[config.mk]
export PLATFORM = sky130hd
export DESIGN_NAME = alu_seq_ctrl
export DESIGN_NICKNAME = d
export VERILOG_FILES = /design/src/rtl/alu_seq_ctrl.sv
export SDC_FILE = /design/constraint.sdc
export NUM_CORES = 1
export LEC_CHECK = 0
export CAP_MARGIN = 20
export CORE_ASPECT_RATIO = 1.4
export CORE_MARGIN = 1
export CORE_UTILIZATION = 44
export DETAILED_ROUTE_END_ITERATION = 8
export DONT_BUFFER_PORTS = 1
export PLACE_DENSITY = 0.57
export SLEW_MARGIN = 20
export SYNTH_ARGS = -nofsm -noshare
export SYNTH_HDL_FRONTEND = slang
export SYNTH_SLANG_ARGS = --single-unit
[constraint.sdc]
create_clock -name clk -period 2.4 [get_ports clk]
set_clock_uncertainty 0.1 [all_clocks]
set_input_delay 0.24 -clock clk [delete_from_list [all_inputs] [get_ports clk]]
set_output_delay 0.24 -clock clk [all_outputs]
set_load 0.02 [all_outputs]
[src/rtl/alu_seq_ctrl.sv]
// alu_seq_ctrl: issues one register-form instruction at a time to an external
// ALU, captures its result, presents it over a valid/ready handshake and
// writes it back into a 4x8 register file when the result is accepted.
module alu_seq_ctrl (
  input  logic        clk,
  input  logic        rst_n,
  input  logic        in_valid,
  output logic        in_ready,
  input  logic [19:0] in_instr,
  output logic [3:0]  alu_opcode,
  output logic [7:0]  alu_a,
  output logic [7:0]  alu_b,
  input  logic [7:0]  alu_y,
  input  logic        alu_zero,
  input  logic        alu_overflow,
  output logic        res_valid,
  input  logic        res_ready,
  output logic [7:0]  res_data,
  output logic        res_zero,
  output logic        res_ovf,
  output logic        res_err,
  output logic        err_sticky
);

  typedef enum logic [1:0] {
    IDLE = 2'd0,
    EXEC = 2'd1,
    WB   = 2'd2
  } state_t;

  typedef struct packed {
    logic [3:0] opcode;
    logic       use_imm;
    logic [1:0] rd;
    logic [1:0] ra;
    logic [1:0] rb;
    logic       rsvd;
    logic [7:0] imm;
  } instr_t;

  localparam logic [3:0] OP_DIV = 4'b0011;
  localparam logic [3:0] OP_FIRST_ILLEGAL = 4'b1010;

  state_t     state_q, state_d;
  logic       live_q;       // low during reset so in_ready stays low there
  instr_t     instr;
  logic [7:0] regs [4];
  logic [1:0] rd_q;
  logic       accept;
  logic       wb_fire;
  logic       unused_rsvd;

  assign instr       = instr_t'(in_instr);
  // The reserved bit is decoded but deliberately has no effect.
  assign unused_rsvd = instr.rsvd;

  // State register plus a flag that marks the first cycle out of reset.
  always_ff @(posedge clk) begin
    // NOTE: sequential state uses non-blocking assignments so every flop
    // samples pre-edge values regardless of statement order.
    if (!rst_n) begin
      state_q <= IDLE;
      live_q  <= 1'b0;
    end else begin
      state_q <= state_d;
      live_q  <= 1'b1;
    end
  end

  // Next-state logic and handshake decodes of the registered state.
  always_comb begin
    // NOTE: every output gets a default before the case so no path can
    // leave a value unassigned and infer a latch.
    state_d   = state_q;
    in_ready  = 1'b0;
    res_valid = 1'b0;
    case (state_q)
      IDLE: begin
        in_ready = live_q;
        if (live_q && in_valid) state_d = EXEC;
      end
      EXEC: state_d = WB;
      WB: begin
        res_valid = 1'b1;
        if (res_ready) state_d = IDLE;
      end
      default: state_d = IDLE;
    endcase
  end

  assign accept  = in_ready & in_valid;
  assign wb_fire = res_valid & res_ready;

  // Operand capture at acceptance; ALU inputs hold until the next acceptance.
  always_ff @(posedge clk) begin
    if (!rst_n) begin
      alu_opcode <= '0;
      alu_a      <= '0;
      alu_b      <= '0;
      rd_q       <= '0;
    end else if (accept) begin
      alu_opcode <= instr.opcode;
      alu_a      <= regs[instr.ra];
      alu_b      <= instr.use_imm ? instr.imm : regs[instr.rb];
      rd_q       <= instr.rd;
    end
  end

  // Result capture in EXEC, overriding the ALU for illegal ops and divide by zero.
  always_ff @(posedge clk) begin
    if (!rst_n) begin
      res_data <= '0;
      res_zero <= 1'b0;
      res_ovf  <= 1'b0;
      res_err  <= 1'b0;
    end else if (state_q == EXEC) begin
      if (alu_opcode >= OP_FIRST_ILLEGAL) begin
        res_data <= 8'h00;
        res_zero <= 1'b1;
        res_ovf  <= 1'b0;
        res_err  <= 1'b1;
      end else if (alu_opcode == OP_DIV && alu_b == 8'h00) begin
        res_data <= 8'hFF;
        res_zero <= 1'b0;
        res_ovf  <= 1'b0;
        res_err  <= 1'b1;
      end else begin
        res_data <= alu_y;
        res_zero <= alu_zero;
        res_ovf  <= alu_overflow;
        res_err  <= 1'b0;
      end
    end
  end

  // Register file writeback and sticky error on the result handshake.
  always_ff @(posedge clk) begin
    // NOTE: this register file is architecturally cleared by reset, so it is
    // built from resettable flops rather than an inferred RAM.
    if (!rst_n) begin
      for (int i = 0; i < 4; i++) regs[i] <= '0;
      err_sticky <= 1'b0;
    end else if (wb_fire) begin
      regs[rd_q] <= res_data;
      err_sticky <= err_sticky | res_err;
    end
  end

endmodule

* After elaboration in Yosys (flattened, before gate mapping) *
Memory sizes are Yosys's and may differ from the RTL's. A register that Yosys moved wholly into a read port is not among the register bits.
Cells that the tools add are included.

storage, ports and cells
  register bits after elaboration = 29
  bits in writable memories = 32
  logic and storage cells = 49
  memories = 1

memory list
  memory  depth  bits a word  rd ports  clocked after memory_dff  wr ports  line  text
  regs    4      8            2         1                         4         47    logic [7:0] regs [4];

cells by class
  magnitude comparators = 1
  equal/unequal tests = 5
  mux-type cells = 22
  bitwise operators = 3
  reductions and logical operators = 7

operator list
  kind                                                      number
  2-to-1 mux 8 bit                                          4
  2-to-1 mux 1 bit                                          14
  zero test 8 bit                                           1
  OR reduction 8 bit                                        1
  2-to-1 mux 2 bit                                          3
  case mux 2 bit (3 select lines)                           1
  == test 4 x 2 -> 1 bit, second input constant             1
  greater-or-equal comparator 4 bit, second input constant  1
  != test 2 bit, second input constant                      2
  AND 1 bit                                                 2
  == test 2 x 1 -> 1 bit, second input constant             1
  == test 2 bit, second input constant                      1
  logical AND 1 bit                                         2
  zero test 2 bit                                           1
  AND reduction 2 bit                                       1
  zero test 1 bit                                           1
  OR 1 bit                                                  1

* Depth between registers and ports, before layout *
Gate-level depths: netlist (run 1).

  depth in word-level cells = 8
  gate-level depth with buffers = 5

* Worst setup path before layout (run 1) *
Ideal clock, no wire load.

  path kind = in2reg
  start point = input port rst_n
  end point = memory regs[1][0], enable pin
  data arrival time = 1.311 ns
  slack = 0.655 ns
  stages on the path = 4
  buffers on the path = 1
  path through = buf_2 > nand4b_1 > nor3b_1 > nand2b_1

RTL lines
  element             line  text
  start: declaration  6     input logic rst_n,
  end: declaration    47

* Worst setup path after layout (run 1) *
  start point = register alu_opcode[0]
  end point = register res_data[6]

on the way
  cells in the longest elaborated chain, start to end = 4
  elaborated cells on any way between the ends = 5
  classes of those cells = 1 x order compare; 1 x eq/ne; 2 x mux; 1 x reduce/logical

ends and longest elaborated chain
  element                   line  text
  start: declaration        10    output logic [3:0] alu_opcode,
  start signal: assignment  102   alu_opcode <= instr.opcode;
  == test 4 x 2 -> 1 bit    122   end else if (alu_opcode == OP_DIV && alu_b == 8'h00) begin
  logical AND 1 bit         122
  2-to-1 mux 8 bit          122
  2-to-1 mux 8 bit (*)      117   if (alu_opcode >= OP_FIRST_ILLEGAL) begin
  end signal: assignment    128   res_data <= alu_y;
  end: declaration          18    output logic [7:0] res_data,

Mark *: on every way between the ends. The rest lies on a longest branch, timed or not.
A chain may end at the register's enable or synchronous reset.

==> impl_metrics.env, run 1 <==
export IMPL_outcome="complete, no violations"
export IMPL_worst_setup_path_end_kind="flop"
export IMPL_worst_setup_hold_path_clk_slew_ns=0.07
export IMPL_design_portCount=68
export IMPL_cp_data_required_time_ns=2.58
export IMPL_layout_cells_most_common="sky130_fd_sc_hd__dfxtp_1"
export IMPL_largest_cells_by_area_after_synthesis="sky130_fd_sc_hd__edfxtp_1 (31%), sky130_fd_sc_hd__dfxtp_1 (24%), sky130_fd_sc_hd__and2_1 (6.8%)"
export IMPL_tightest_slew_ns=1.00
export IMPL_placement_rows=35
export IMPL_min_tclk_post_route_ns=1.94
export IMPL_postSynth_topFlopCell="sky130_fd_sc_hd__dfxtp_1"
export IMPL_grt_busiest_layer="met2"
export IMPL_grt_setup_unrepaired="no"
export IMPL_grt_use_met3_pct=5.60
export IMPL_max_freq_ghz=0.514
export IMPL_gr_usage_met2_pct=30.3
export IMPL_grt_overflow_total=0
export IMPL_power_leakage_nw=1.24
export IMPL_buf_inv_stages_crit_path=0
export IMPL_vdd_drop_max_uv=398
export IMPL_max_stage_delay_ns=0.61
export IMPL_drv_slew=0
export IMPL_grt_max_degree=31
export IMPL_timing_final_hold_violations=0
export IMPL_height_of_the_die_um=101
export IMPL_slew_headroom_pct=32.8
export IMPL_synth_seq_cells=69
export IMPL_synth_yosys_warnings=0
export IMPL_worst_skew_pair_late_latency_ns=0.33
export IMPL_grt_first_pass_wirelength_mm=10.1
export IMPL_cts_repair_resize_count=0
export IMPL_tritoncts_num_sinks=69
export IMPL_final_antenna_net_count=0
export IMPL_critical_path_top_delay_family="compound AO/OA/AOI/OAI gates"
export IMPL_final_layout_size_suffix_gt1_share_pct=18.3
export IMPL_initial_utilization_pct=45.8
export IMPL_cts_htree_levels=3
export IMPL_detail_route_wl_per_cell_um=17.9
export IMPL_drt_first_pass_iters=7
export IMPL_ys_types=33
export IMPL_dp_wirelength_mm=4.73
export IMPL_cts_tree="built"
export IMPL_leading_cell_types_in_the_layout_fill_and_taps_excluded="sky130_fd_sc_hd__dfxtp_1 (37), sky130_fd_sc_hd__and2_1 (33), sky130_fd_sc_hd__edfxtp_1 (32)"
export IMPL_worstPathCellList="or4bb_1, o31ai_4, o221a_1"
export IMPL_clock_tree_root_cell="sky130_fd_sc_hd__clkbuf_8"
export IMPL_powerDensity_mw_per_mm2=674
export IMPL_number_of_global_route_vias_before_repair=1894
export IMPL_route_detailed_vias_per_inst=5.48
export IMPL_floorplan_core_area_mm2=0.00666
export IMPL_synth_net_count=273
export IMPL_ctsLongestPathBuffers=2
export IMPL_drc=0
export IMPL_synth_enable_flop_cells=32
export IMPL_cp_max_fo=9
export IMPL_cell_type_of_the_slowest_stage_on_the_worst_timing_path="sky130_fd_sc_hd__or4bb_1"
export IMPL_timing_worst_setup_path_type="flop to flop"
export IMPL_antennaDiodeCount=0
export IMPL_timing_setup_tns_ns=0
export IMPL_finalCoreUtilization_pct=52.4
export IMPL_synthDominantCellAreaShare_pct=31.5
export IMPL_via_count_of_the_routed_design=1946
export IMPL_min_from="res_ready"
export IMPL_tritoncts_buffer_count=9
export IMPL_reg2reg_from="alu_opcode[0]"
export IMPL_synth_cells=239
export IMPL_async_flop_share_pct=0
export IMPL_globalRouteTotalUtil_pct=18.9
export IMPL_floorplan_die_area_mm2=0.00728
export IMPL_grtUsageMet1_pct=24.2
export IMPL_timing_hold_worst_class="primary input to flop"
export IMPL_start_kind="flop"
export IMPL_flow_area_growth_from_synthesis_pct=14.4
export IMPL_arrival_ns=2.12
export IMPL_design_final_nets=292
export IMPL_maxCapViolCount=0
export IMPL_synth_seq_area_share_pct=55.8
export IMPL_critPathLaunch="alu_opcode[0]"
export IMPL_die_x_um=72.4
export IMPL_setup_viol=0
export IMPL_number_of_antenna_violations_at_the_first_check_in_global_routing=0
export IMPL_timing_final_crit_share_pct=81.0
export IMPL_drt_iter0_drc=95
export IMPL_syn_area_mm2=0.00305
export IMPL_drt_wl_total_mm=6.36
export IMPL_post_synth_top_area_cell="sky130_fd_sc_hd__edfxtp_1"
export IMPL_synthesis_area_per_instance_um2=12.8
export IMPL_number_of_buffer_cells_added_on_primary_ports=0
export IMPL_replace_congestion=0.703
-- cells in the mapped netlist (all sizes together), types with 3 or more instances --
| library cell | instances |
|---|---|
| o21ai | 9 |
| mux4 | 8 |
| buf | 9 |
| nand2b | 3 |
| clkbuf | 8 |
| inv | 3 |
| nor3b | 3 |
| o2bb2ai | 9 |
| dfxtp | 37 |
| edfxtp | 32 |
| o221a | 9 |
| mux2 | 16 |
| nor2b | 10 |
| a222oi | 8 |
| a21oi | 8 |
| mux2i | 7 |
| and2 | 33 |
| nand2 | 10 |
-- worst reg2reg max path: stages (launching register included) --
cell and delay (ns):
sky130_fd_sc_hd__dfxtp_1 0.46, sky130_fd_sc_hd__or4bb_1 0.61, sky130_fd_sc_hd__o31ai_4 0.45, sky130_fd_sc_hd__o221a_1 0.27
-- path summary, 6_finish.rpt --
kind / end / slack [ns] / depth (start not counted)
max: res_data[6] / 0.46 / 3
min: state_q[1] / 0.03 / 2
max reg2reg: res_data[6] / 0.46 / 3
min reg2reg: alu_a[7] / 0.46 / 2
-- stage by stage --
step | power, mW | cell area [um2] | std cells | hold slack [ns] | setup slack, ns
after floorplan | 1.52 | 3050 | 239 | 0.168 | 0.655
after global placement | 1.54 | 3160 | 322 | 0.170 | 0.474
after detailed placement | 1.54 | 3160 | 322 | 0.170 | 0.469
after CTS | 2.38 | 3490 | 355 | 0.0162 | 0.442
after global routing | 2.45 | 3490 | 355 | 0.0280 | 0.370
final | 2.35 | 3490 | 355 | 0.0279 | 0.455
-- area by class of cell --
| class | instances | area [um2] |
|---|---|---|
| fillers | 631 | 3170 |
| flip-flops and latches | 69 | 1700 |
| multi-input cells | 150 | 1270 |
| repair buffers | 25 | 230 |
| clock buffers | 14 | 153 |
| well taps | 92 | 115 |
| inverters | 3 | 11.3 |
| clock inverters | 2 | 10.0 |
-- metal layers --
layer  share of wire [%]  wire (um)
met4                 1.4         87
met5                   0          0
met1                  44       2780
met2                  50       3190
met3                 4.8        307
-- registers in the layout, indices dropped and copies added, names as in the netlist, 2 cells and up --
name        cells
regs           32
alu_b           8
res_data        8
rd_q            2
alu_a           8
state_q         2
alu_opcode      4
-- cells by family (layout without fill, tap and decap cells) --
group / count (synthesis) / after routing / share of synthesized area (%)
AO/OA/AOI/OAI: 48 / 48 / 13.0
buffers and inverters: 20 / 44 / 2.66
flip-flops: 69 / 69 / 55.8
multiplexers: 31 / 31 / 14.1
AND/OR/NAND/NOR: 71 / 71 / 14.4
-- repair_timing --
action,CTS,global route
hold buffers,17,0
hold endpoints to repair,36,0
buffers inserted,0,0
-- where the power goes --
part | internal (mW) | total (mW) | switching (mW) | leakage [nW]
sequential | 1.28 | 1.35 | 0.0749 | 0.634
clock | 0.402 | 0.809 | 0.407 | 0.0844
combinational | 0.103 | 0.190 | 0.0864 | 0.526
Note: power is estimated with default switching activity, not from simulation.
==> inputs of run 2 (changes only) <==
==> constraint.sdc (replaced) <==
create_clock -name clk -period 2 [get_ports clk]
set_clock_uncertainty 0.1 [all_clocks]
set_input_delay 0.2 -clock clk [delete_from_list [all_inputs] [get_ports clk]]
set_output_delay 0.2 -clock clk [all_outputs]
set_load 0.02 [all_outputs]
==> run 2 against run 1 <==
Compared with the run above: register-to-register slack worse by 0.23 ns; routed wire length is 0.50% higher; sequential share of layout area is 1.9 points lower; fmax is 9.6% higher; largest cell class unchanged; highest routed layer unchanged.
==> impl_metrics.env, run 2 (synthesis gave the netlist of run 1 again) <==
export IMPL_globalRouteTotalUtil_pct=19.4
export IMPL_largest_register_ff_count=32
export IMPL_max_freq_ghz=0.563
export IMPL_timing_final_hold_violations=0
export IMPL_outcome="complete, no violations"
export IMPL_drc=0
export IMPL_flow_area_growth_from_synthesis_pct=18.9
export IMPL_dp_wirelength_mm=4.74
export IMPL_timing_final_crit_share_pct=88.8
export IMPL_antennaDiodeCount=0
export IMPL_drv_slew=0
export IMPL_worstReg2RegEnd="res_data[2]"
export IMPL_worst_setup_hold_path_clk_slew_ns=0.07
export IMPL_timing_worst_setup_path_type="flop to flop"
export IMPL_tritoncts_buffer_count=9
export IMPL_min_from="in_instr[15]"
export IMPL_layout_cells_most_common="sky130_fd_sc_hd__dfxtp_1"
export IMPL_grt_overflow_total=0
export IMPL_hold_depth=2
export IMPL_reg2reg_from="alu_b[7]"
export IMPL_leading_cell_types_in_the_layout_fill_and_taps_excluded="sky130_fd_sc_hd__dfxtp_1 (37), sky130_fd_sc_hd__and2_1 (33), sky130_fd_sc_hd__edfxtp_1 (32)"
export IMPL_min_tclk_post_route_ns=1.78
export IMPL_final_layout_size_suffix_gt1_share_pct=22.1
export IMPL_slew_headroom_pct=34.3
export IMPL_number_of_antenna_violations_at_the_first_check_in_global_routing=0
export IMPL_finalNonFillerCells=368
export IMPL_r2r_slack_ns=0.22
export IMPL_netSwitchingFraction_pct=22.8
export IMPL_ctsHoldBuffers=18
export IMPL_die_x_um=72.4
export IMPL_worst_skew_pair_late_latency_ns=0.34
export IMPL_cts_htree_levels=3
export IMPL_setup_viol=0
export IMPL_initial_utilization_pct=45.8
export IMPL_finalInstanceArea_mm2=0.00363
export IMPL_power_leakage_nw=1.33
export IMPL_min_delay_worst_endpoint="alu_b[4]"
export IMPL_drt_wl_total_mm=6.39
export IMPL_number_of_buffer_cells_added_on_primary_ports=0
export IMPL_cp_data_required_time_ns=2.17
export IMPL_placed_area_mm2=0.00325
export IMPL_route_detailed_vias_per_inst=5.33
export IMPL_tritoncts_num_sinks=69
export IMPL_ctsLongestPathBuffers=2
export IMPL_fill_cells=607
export IMPL_drt_iter0_drc=103
export IMPL_floorplan_die_area_mm2=0.00728
export IMPL_detail_route_wl_per_cell_um=17.4
export IMPL_largest_register_by_flop_count="regs"
export IMPL_maxCapViolCount=0
export IMPL_arrival_ns=1.95
export IMPL_p_switching_mw=0.682
export IMPL_design_final_nets=305
export IMPL_number_of_global_route_vias_before_repair=1942
export IMPL_height_of_the_die_um=101
export IMPL_placed_cells_incl_taps=334
export IMPL_vdd_drop_max_uv=433
export IMPL_cts_repair_resize_count=0
export IMPL_design_portCount=68
export IMPL_start_kind="flop"
export IMPL_timing_hold_worst_class="primary input to flop"
export IMPL_grt_first_pass_wirelength_mm=10.3
export IMPL_hold_slack_ns=0.0175
export IMPL_placement_rows=35
export IMPL_grt_max_degree=31
export IMPL_postCtsSetupRepairBufs=0
export IMPL_replace_congestion=0.758
export IMPL_drt_first_pass_iters=5
export IMPL_power_frac_comb_pct=9.2
export IMPL_power_frac_clock_pct=37.3
export IMPL_via_count_of_the_routed_design=1960
export IMPL_floorplan_core_area_mm2=0.00666
export IMPL_tightest_slew_ns=0.982
export IMPL_ff2ff_path_depth=3
export IMPL_grt_setup_unrepaired="no"
export IMPL_cp_max_fo=9
export IMPL_powerDensity_mw_per_mm2=824
export IMPL_finalCoreUtilization_pct=54.5
export IMPL_sequential_power_share_pct=53.5
export IMPL_final_antenna_net_count=0
export IMPL_timing_setup_tns_ns=0
export IMPL_internal_power_mw=2.31
export IMPL_cts_tree="built"
export IMPL_worst_setup_path_end_kind="flop"
export IMPL_clock_tree_root_cell="sky130_fd_sc_hd__clkbuf_8"
==> run 2: power by group through the flow <==
| stage | registers, mW | clock network (mW) | logic (mW) |
|---|---|---|---|
| after floorplan | 1.64 | 0 | 0.181 |
| after global placement | 1.63 | 0 | 0.239 |
| after detailed placement | 1.63 | 0 | 0.241 |
| after CTS | 1.60 | 1.15 | 0.279 |
| after global routing | 1.61 | 1.22 | 0.296 |
| final | 1.60 | 1.12 | 0.275 |
==> run 2: per-stage QoR <==
step | worst slack, ns | total power [mW]
after CTS | 0.224 | 3.03
final | 0.225 | 2.99
after detailed placement | 0.251 | 1.87
after global routing | 0.144 | 3.13
after floorplan | 0.264 | 1.82
after global placement | 0.245 | 1.87
==> run 2: layout make-up <==
cell class	count	area, um2	share of cell area (%)
multi-input combinational	150	1270	35.0
sequential	69	1700	46.9
timing repair buffer	38	330	9.10
clock buffer	16	201	5.55
tap	92	115	3.17
inverter	3	11.3	0.310
==> run 2: metal layers <==
layer  wire length (um)  vias to the layer above  GRT usage [%]  share of wire (%)
li1                   -                      982              -                  -
met1               2780                      913           25.0                 43
met2               3220                       58           30.8                 50
met3                296                        7           5.60                4.6
met4                 91                        0           7.24                1.4
met5                  0                        -              0                  0
==> run 2: worst max path at each step <==
stage | slack (ns) | from | cells after the start | end
after floorplan | 0.26 | state_q[0] | 3 | regs[1][0]
after global placement | 0.25 | alu_b[7] | 3 | res_data[1]
after detailed placement | 0.25 | alu_b[7] | 3 | res_data[6]
after CTS | 0.22 | alu_b[7] | 3 | res_data[2]
after global routing | 0.14 | alu_opcode[0] | 3 | res_data[4]
final | 0.22 | alu_b[7] | 3 | res_data[2]
==> run 2: worst max-delay path, cell delays in order (launching register included) <==
cell and delay (ns):
sky130_fd_sc_hd__dfxtp_1 0.31, sky130_fd_sc_hd__or4_4 0.55, sky130_fd_sc_hd__o31ai_4 0.49, sky130_fd_sc_hd__o221a_1 0.26
==> inputs of run 3 (changes only) <==
--- a/config.mk
+++ b/config.mk
@@ -11,6 +11,7 @@
 export CORE_UTILIZATION = 44
 export DETAILED_ROUTE_END_ITERATION = 8
 export DONT_BUFFER_PORTS = 1
+export MAX_ROUTING_LAYER = met4
 export PLACE_DENSITY = 0.57
 export SLEW_MARGIN = 20
 export SYNTH_ARGS = -nofsm -noshare
==> run 3 against run 2 <==
Compared with the run above: sequential power hardly changed; routed wire length is 0.49% lower; combinational power hardly changed; worst setup slack better by 0.013 ns; die area stayed put; total power is 0.23% lower; hold slack better by 0.0020 ns; clock power hardly changed; cell area stayed put.
==> impl_metrics.env, run 3 (synthesis gave the netlist of run 1 again) <==
export IMPL_cts_tree="built"
export IMPL_drt_wl_total_mm=6.36
export IMPL_replace_congestion=0.768
export IMPL_power_leakage_nw=1.33
export IMPL_endpoint="res_data[2]"
export IMPL_worst_skew_pair_late_latency_ns=0.33
export IMPL_tightest_slew_ns=0.957
export IMPL_timing_setup_tns_ns=0
export IMPL_r2r_slack_ns=0.24
export IMPL_reg2reg_from="alu_b[5]"
export IMPL_height_of_the_die_um=101
export IMPL_number_of_buffer_cells_added_on_primary_ports=0
export IMPL_grt_overflow_total=0
export IMPL_grt_max_degree=31
export IMPL_powerDensity_mw_per_mm2=822
export IMPL_preCtsSetupSlack_ns=0.251
export IMPL_worst_setup_path_end_kind="flop"
export IMPL_critPathLaunch="alu_b[5]"
export IMPL_via_count_of_the_routed_design=1961
export IMPL_die_x_um=72.4
export IMPL_floorplan_core_area_mm2=0.00666
export IMPL_start_kind="flop"
export IMPL_finalPower_mw=2.98
export IMPL_design_final_nets=305
export IMPL_number_of_global_route_vias_before_repair=1943
export IMPL_setup_viol=0
export IMPL_hold_slack_ns=0.0195
export IMPL_tritoncts_num_sinks=69
export IMPL_worstReg2RegEnd="res_data[2]"
export IMPL_drc=0
export IMPL_max_freq_ghz=0.568
export IMPL_drt_first_pass_iters=4
export IMPL_timing_hold_worst_class="primary input to flop"
export IMPL_route_detailed_vias_per_inst=5.33
export IMPL_outcome="complete, no violations"
export IMPL_clock_tree_root_cell="sky130_fd_sc_hd__clkbuf_8"
export IMPL_leading_cell_types_in_the_layout_fill_and_taps_excluded="sky130_fd_sc_hd__dfxtp_1 (37), sky130_fd_sc_hd__and2_1 (33), sky130_fd_sc_hd__edfxtp_1 (32)"
export IMPL_largest_register_by_flop_count="regs"
export IMPL_multi_input_area_mm2=0.00127
export IMPL_placement_rows=35
export IMPL_flow_area_growth_from_synthesis_pct=18.9
export IMPL_vdd_drop_max_uv=433
export IMPL_cts_repair_resize_count=0
export IMPL_layout_cells_most_common="sky130_fd_sc_hd__dfxtp_1"
export IMPL_drt_iter0_drc=119
export IMPL_slew_headroom_pct=36.0
export IMPL_cts_htree_levels=3
export IMPL_number_of_antenna_violations_at_the_first_check_in_global_routing=0
export IMPL_tritoncts_buffer_count=9
export IMPL_drv_slew=0
export IMPL_final_antenna_net_count=0
export IMPL_fill_cells=607
export IMPL_layout_area_seq_mm2=0.00170
export IMPL_globalRouteTotalUtil_pct=20.0
export IMPL_largest_register_ff_count=32
export IMPL_min_tclk_post_route_ns=1.76
export IMPL_worst_setup_hold_path_clk_slew_ns=0.06
export IMPL_antennaDiodeCount=0
export IMPL_timing_final_crit_share_pct=88.1
export IMPL_maxCapViolCount=0
export IMPL_final_layout_size_suffix_gt1_share_pct=22.1
export IMPL_grt_setup_unrepaired="no"
export IMPL_timing_final_hold_violations=0
export IMPL_ctsLongestPathBuffers=2
export IMPL_cp_data_required_time_ns=2.17
export IMPL_detail_route_wl_per_cell_um=17.3
export IMPL_design_portCount=68
export IMPL_ff2ff_path_depth=3
export IMPL_timing_worst_setup_path_type="flop to flop"
export IMPL_setup_ws_ns=0.238
export IMPL_dp_wirelength_mm=4.74
export IMPL_cp_max_fo=9
export IMPL_floorplan_die_area_mm2=0.00728
export IMPL_grt_first_pass_wirelength_mm=10.4
export IMPL_arrival_ns=1.94
export IMPL_initial_utilization_pct=45.8
==> run 3: cell counts in the layout (fill, tap and decap cells not counted) <==
Identical to the previous run, type by type.
==> run 3: cell type report <==
type                       instances  share of cell area [%]
sequential                        69                    46.9
multi-input combinational        150                    35.0
timing repair buffer              38                    9.10
clock buffer                      16                    5.55
tap                               92                    3.17
inverter                           3                   0.310
==> run 3: metal layers <==
metal	vias to the layer above	global-route usage [%]	routed length, um
li1	979	-	-
met1	913	25.1	2760
met2	62	30.9	3260
met3	7	5.50	278
met4	0	7.24	65
met5	-	-	0
==> run 3: what timing repair did <==
item | in CTS | in global routing
hold buffers | 18 | 0
setup buffers | 0 | 0
endpoints found under the hold margin | 36 | 0
==> run 3: worst min path at each step <==
stage / startpoint / to / slack (ns) / cells after the start
floorplan: rst_n / live_q / 0.13 / 0
global placement: rst_n / live_q / 0.13 / 0
detailed placement: rst_n / live_q / 0.13 / 0
CTS: in_instr[15] / alu_b[4] / 0.006 / 2
global route: in_instr[12] / alu_a[5] / 0.02 / 2
finish: in_instr[15] / alu_b[4] / 0.02 / 2
==> run 3: stage by stage <==
stage	instances	utilization, %	instance area [um2]
global route	368	54.5	3630
floorplan	239	-	3050
CTS	368	54.5	3630
detailed placement	334	48.8	3250
global placement	334	48.8	3250
finish	368	54.5	3630
==> run 3: power breakdown <==
group          switching (mW)  internal, mW
sequential             0.0661          1.53
clock                   0.479         0.631
combinational           0.130         0.144
==> run 3: worst max-delay path: stages (launching register included) <==
cell and delay [ns]:
sky130_fd_sc_hd__dfxtp_1 0.31, sky130_fd_sc_hd__or4bb_1 0.60, sky130_fd_sc_hd__o31ai_4 0.44, sky130_fd_sc_hd__o221a_1 0.26
